File: config.mk
export PLATFORM = sky130hd
export DESIGN_NAME = vga_rx_monitor
export DESIGN_NICKNAME = d
export VERILOG_FILES = /design/src/rtl/vga_rx_monitor.sv
export SDC_FILE = /design/constraint.sdc
export NUM_CORES = 1
export LEC_CHECK = 0
export ABC_AREA = 1
export CAP_MARGIN = 25
export CORE_UTILIZATION = 57
export DETAILED_ROUTE_END_ITERATION = 6
export PLACE_DENSITY_LB_ADDON = 0.12
export SLEW_MARGIN = 20
export SYNTH_ARGS = -nofsm -noshare
export SYNTH_HDL_FRONTEND = slang
export SYNTH_SLANG_ARGS = --single-unit
File: constraint.sdc
create_clock -name pclk -period 3.09 [get_ports pclk]
set_input_delay 0.618 -clock pclk [delete_from_list [all_inputs] [get_ports pclk]]
set_output_delay 0.618 -clock pclk [all_outputs]
set_load 0.03 [all_outputs]
File: src/rtl/vga_rx_monitor.sv
// VGA receive-side timing monitor: measures line/frame timing, tracks lock,
// and optionally CRCs active pixels when VGA_RX_CRC_EN is defined.
module vga_rx_monitor #(
  parameter int CW   = 12,
  parameter bit HPOL = 1'b0,
  parameter bit VPOL = 1'b0
) (
  input  logic          pclk,
  input  logic          act_reset,
  input  logic          vga_h,
  input  logic          vga_v,
  input  logic          vga_de,
  input  logic [3:0]    vga_r,
  input  logic [3:0]    vga_g,
  input  logic [3:0]    vga_b,
  output logic [CW-1:0] htotal,
  output logic [CW-1:0] hsync_w,
  output logic [CW-1:0] hactive,
  output logic [CW-1:0] vtotal,
  output logic [CW-1:0] vsync_w,
  output logic [CW-1:0] vactive,
  output logic [15:0]   frame_crc,
  output logic          meas_valid,
  output logic          locked,
  output logic          timeout
);

  localparam logic [CW-1:0] MAX = '1;
  localparam logic [CW-1:0] ONE = 1;

  typedef enum logic [1:0] {
    SEEK,
    MEASURE,
    TRACK
  } state_t;

  state_t state, state_n;

  logic h_q, v_q, de_q;
  logic hs_prev, vs_prev;
  logic hs_act, vs_act;
  logic h_lead, v_lead;

  logic [CW-1:0] hcnt, hw_cnt, de_cnt;
  logic [CW-1:0] htot_c, hw_c;
  logic [CW-1:0] vcnt, vw_cnt, va_cnt, hact_acc;
  logic          lflag, got;

  logic [CW-1:0] hcnt_n, vcnt_i;
  logic [CW-1:0] htot_e, hw_e, hact_e;
  logic [CW-1:0] vw_e, va_e;
  logic          got_e;
  logic          sat, do_meas;

  logic [6*CW-1:0] tuple_e, prev;
  logic [1:0]      match_cnt;

  function automatic logic [CW-1:0] inc(
    input logic [CW-1:0] x
  );
    return (x == MAX) ? x : x + ONE;
  endfunction

  // "_e" values: accumulators with the current line end applied
  always_comb begin
    hs_act  = (h_q == HPOL);
    vs_act  = (v_q == VPOL);
    h_lead  = hs_act & ~hs_prev;
    v_lead  = vs_act & ~vs_prev;
    hcnt_n  = h_lead ? ONE : inc(hcnt);
    vcnt_i  = h_lead ? inc(vcnt) : vcnt;
    htot_e  = h_lead ? hcnt : htot_c;
    hw_e    = h_lead ? hw_cnt : hw_c;
    vw_e    = (h_lead && vs_act) ?
              inc(vw_cnt) : vw_cnt;
    va_e    = (h_lead && lflag) ?
              inc(va_cnt) : va_cnt;
    hact_e  = (h_lead && lflag && !got) ?
              de_cnt : hact_acc;
    got_e   = got | (h_lead & lflag);
    tuple_e = {htot_e, hw_e, hact_e,
               vcnt_i, vw_e, va_e};
    sat     = (hcnt_n == MAX && hcnt != MAX) ||
              (vcnt_i == MAX && vcnt != MAX);
  end

  always_ff @(posedge pclk) begin
    if (act_reset) state <= SEEK;
    else           state <= state_n;
  end

  always_comb begin
    state_n = state;
    do_meas = 1'b0;
    if (sat) begin
      state_n = SEEK;
    end else begin
      unique case (state)
        SEEK:    if (v_lead) state_n = MEASURE;
        MEASURE: if (v_lead) begin
          state_n = TRACK;
          do_meas = 1'b1;
        end
        TRACK:   if (v_lead) do_meas = 1'b1;
        default: state_n = SEEK;
      endcase
    end
  end

  always_ff @(posedge pclk) begin
    if (act_reset) begin
      h_q        <= HPOL;
      v_q        <= VPOL;
      de_q       <= 1'b0;
      hs_prev    <= 1'b1;
      vs_prev    <= 1'b1;
      hcnt       <= '0;
      hw_cnt     <= '0;
      de_cnt     <= '0;
      htot_c     <= '0;
      hw_c       <= '0;
      lflag      <= 1'b0;
      vcnt       <= '0;
      vw_cnt     <= '0;
      va_cnt     <= '0;
      hact_acc   <= '0;
      got        <= 1'b0;
      htotal     <= '0;
      hsync_w    <= '0;
      hactive    <= '0;
      vtotal     <= '0;
      vsync_w    <= '0;
      vactive    <= '0;
      prev       <= '0;
      match_cnt  <= 2'd0;
      meas_valid <= 1'b0;
      locked     <= 1'b0;
      timeout    <= 1'b0;
    end else begin
      h_q     <= vga_h;
      v_q     <= vga_v;
      de_q    <= vga_de;
      hs_prev <= hs_act;
      vs_prev <= vs_act;
      hcnt    <= hcnt_n;
      hw_cnt  <= h_lead ? ONE :
                 (hs_act ? inc(hw_cnt) : hw_cnt);
      htot_c  <= htot_e;
      hw_c    <= hw_e;
      if (h_lead) begin
        de_cnt <= de_q ? ONE : '0;
        lflag  <= de_q;
      end else if (de_q) begin
        de_cnt <= inc(de_cnt);
        lflag  <= 1'b1;
      end
      if (v_lead) begin
        vcnt     <= '0;
        vw_cnt   <= '0;
        va_cnt   <= '0;
        hact_acc <= '0;
        got      <= 1'b0;
      end else begin
        vcnt     <= vcnt_i;
        vw_cnt   <= vw_e;
        va_cnt   <= va_e;
        hact_acc <= hact_e;
        got      <= got_e;
      end
      meas_valid <= do_meas;
      timeout    <= sat;
      if (sat) begin
        locked    <= 1'b0;
        match_cnt <= 2'd0;
      end else if (do_meas) begin
        {htotal, hsync_w, hactive,
         vtotal, vsync_w, vactive} <= tuple_e;
        prev <= tuple_e;
        // lock needs a match while match_cnt is already 2
        if (tuple_e == prev) begin
          locked    <= (match_cnt == 2'd2);
          match_cnt <= (match_cnt == 2'd2) ?
                       2'd2 : match_cnt + 2'd1;
        end else begin
          locked    <= 1'b0;
          match_cnt <= 2'd0;
        end
      end
    end
  end

`ifdef VGA_RX_CRC_EN
  logic [11:0] rgb_q;
  logic [15:0] crc_acc;

  function automatic logic [15:0] crc12(
    input logic [15:0] c,
    input logic [11:0] d
  );
    logic [15:0] r;
    r = c;
    for (int i = 11; i >= 0; i--) begin
      if (r[15] ^ d[i]) r = {r[14:0], 1'b0} ^ 16'h1021;
      else              r = {r[14:0], 1'b0};
    end
    return r;
  endfunction

  always_ff @(posedge pclk) begin
    if (act_reset) begin
      rgb_q     <= '0;
      crc_acc   <= 16'hFFFF;
      frame_crc <= '0;
    end else begin
      rgb_q <= {vga_r, vga_g, vga_b};
      if (v_lead)
        crc_acc <= de_q ? crc12(16'hFFFF, rgb_q) :
                   16'hFFFF;
      else if (de_q)
        crc_acc <= crc12(crc_acc, rgb_q);
      if (do_meas) frame_crc <= crc_acc;
    end
  end
`else
  logic unused_rgb;
  assign unused_rgb = ^{vga_r, vga_g, vga_b};
  assign frame_crc  = 16'h0000;
`endif

endmodule

==> results.json <==
{
  "status": "completed",
  "ctsLongestPathBuffers": 2,
  "antenna_found_initial": 0,
  "remaining_drc_errors": 0,
  "synth_top_area_share_pct": 37.7,
  "die_area_um2": 18600,
  "syn_area_um2": 10300,
  "wl_per_cell_um": 13.3,
  "p_per_area_nw_per_um2": 449,
  "gp_congestion": 0.905,
  "start_util_pct": 58.9,
  "avgSynthCellArea_um2": 6.59,
  "yosysSeqAreaShare_pct": 37.7,
  "core-area_um2": 17500,
  "postCtsHoldBufs": 0,
  "yosys-top-cells-area": "dfxtp_1 38%, nand2_1 16%, inv_1 8.1%",
  "portBuffers": 79,
  "row_count": 48,
  "grt_util_met1_pct": 37.9,
  "arrival_ps": 3140,
  "cts_tree": "done",
  "rsz0062_at_grt": "no",
  "dp_hpwl_um": 17400,
  "peakVddDrop_mv": 0.406,
  "yosysWarnings": 0,
  "cts_root_buffer": "clkbuf_16",
  "num_vias": 9836,
  "cp_max_fo": 17,
  "syn_to_final_growth_pct": 16.1,
  "grt-ovfl-total": 0,
  "grtUsageTotal_pct": 27.0,
  "maxSlewHeadroom_pct": 52.6,
  "required_ps": 3370,
  "cap_violations": 0,
  "synth_flop_cell": "dfxtp_1",
  "diodes": 0,
  "grt_pass1_vias": 8558,
  "clkSinkCount": 194,
  "wirelength_um": 25000,
  "fin_crit_sh_pct": 92.3,
  "min_period_ps": 2850,
  "cts_inserted_buffers": 17,
  "critPathCaptureType": "flip-flop",
  "finalMaxSlewViolations": 0,
  "finalHoldViolCount": 0,
  "drive_gt1_share_pct": 8.28,
  "die_y_um": 136,
  "grt_use_met2_pct": 43.0,
  "skew_ps": 13.0,
  "worstMarginPinSlew_ps": 709,
  "synth-edff-count": 0,
  "synth-seq-cells": 194,
  "p_leak_uw": 0.00503,
  "utilization_pct": 68.3,
  "cts.reportedPaths.clkPinSlew_ps": 70,
  "finalSetupViolations": 0,
  "timing.fmax_ghz": 0.351,
  "path_class": "reg2reg",
  "io-pin-count": 108,
  "worstSetupStartpointType": "flip-flop",
  "die_x_um": 136,
  "top_usage_layer": "met2",
  "clock_latency_ps": 440,
  "ant_nets": 0,
  "yosysTopAreaCell": "dfxtp_1",
  "cts_max_level": 4,
  "num-nets-final": 1670,
  "fin_tns_setup_ps": 0,
  "met3_usage_pct": 3.99,
  "via_per_inst": 5.23,
  "ys_types": 43,
  "async_flop_share_pct": 0,
  "grt_pass1_wl_um": 40100,
  "drt_iter0_markers": 700,
  "synth_cells": 1562,
  "grt_max_degree": 59,
  "hold_path_class": "reg2reg",
  "firstDrtPassIters": 5
}
-- cell usage after synthesis (18+ instances only) --
cell type / instances
inv_1: 221
a21oi_1: 98
dfxtp_1: 194
o21ai_0: 93
buf_4: 21
nor2_1: 151
clkbuf_1: 18
nand4_1: 28
nand2_2: 18
nor3_1: 18
nand2_1: 435
nand3_1: 114
-- final timing paths --
kind                      start                       to  slack (ps)  cells after the start
min reg2reg      v_q$_SDFF_PP0_       vs_prev$_SDFF_PP1_         460                      1
max reg2reg  hcnt[0]$_SDFF_PP0_  hactive[0]$_SDFFE_PP0P_         240                     14
min              v_q$_SDFF_PP0_       vs_prev$_SDFF_PP1_         460                      1
max          hcnt[0]$_SDFF_PP0_  hactive[0]$_SDFFE_PP0P_         240                     14
-- layer usage --
layer | vias up | part of all wire [%]
li1 | 5098 | -
met1 | 4482 | 49
met2 | 233 | 45
met3 | 23 | 4.6
met4 | 0 | 1.1
met5 | - | 0
-- repair_timing --
item | CTS | global route
endpoints found under the setup margin | 0 | 23
setup buffers | 0 | 2
resized for setup | 0 | 3
-- report_power, final --
part | internal, uW | switching [uW] | leakage [uW] | total (uW)
clock | 1380 | 976 | 0.000300 | 2350
sequential | 2540 | 33.5 | 0.00157 | 2580
combinational | 136 | 305 | 0.00316 | 441
total | 4050 | 1310 | 0.00503 | 5370
-- logic make-up after synthesis --
kind of cell,Yosys count,synth area share (%)
other,1,0.0364
buffers and inverters,294,12.4
AOI/OAI and AO/OA,229,11.9
and+or+nand+nor,819,35.2
xor gates and xnor gates,15,1.41
adders and majority gates,10,1.22
DFF,194,37.7
-- critical path, cell delays in order, from the launching register on --
cell	delay (ps)
dfxtp_1	390
ha_1	210
nand2_1	110
nor2_4	160
nand3_2	220
buf_4	220
o21ai_0	60
nand2_1	120
nor3_2	220
nand4_2	190
nand2_2	220
nor2_4	130
buf_4	230
o21ai_0	160
a21oi_1	60
-- layout make-up --
cell class | count | area (um^2)
fill | 1594 | 5530
multi-input combinational | 1091 | 5210
sequential | 194 | 3880
timing repair buffer | 113 | 1100
inverter | 226 | 852
clock buffer | 19 | 443
tap | 225 | 282
clock inverter | 12 | 180
-- layout by cell type (no fill, tap or decap), drive strengths merged, types with 4 or more instances in the layout --
cell and instances:
inv 226, buf 34, nor3 21, xnor2 5, nor2 170, clkdlybuf4s50 79
dfxtp 194, nand2 453, o21ai 107, a21oi 106, clkinv 5, nand4 32
nand3b 13, conb 16, ha 10, xor2 9, o211ai 9, clkbuf 19
bufinv 4, nand3 124
-- through the flow --
| stage | instance area (um^2) | hold slack, ps | setup WS [ps] | power (uW) | instances |
|---|---|---|---|---|---|
| after floorplan | 10300 | 403 | 907 | 2960 | 1577 |
| after global placement | 11300 | 442 | 140 | 3060 | 1845 |
| after detailed placement | 11300 | 442 | 56.5 | 3070 | 1845 |
| after CTS | 11900 | 462 | 17.2 | 5390 | 1876 |
| after global routing | 11900 | 492 | 32.1 | 5560 | 1880 |
| final | 11900 | 465 | 237 | 5370 | 1880 |
Note: power is estimated with default switching activity, not from simulation.
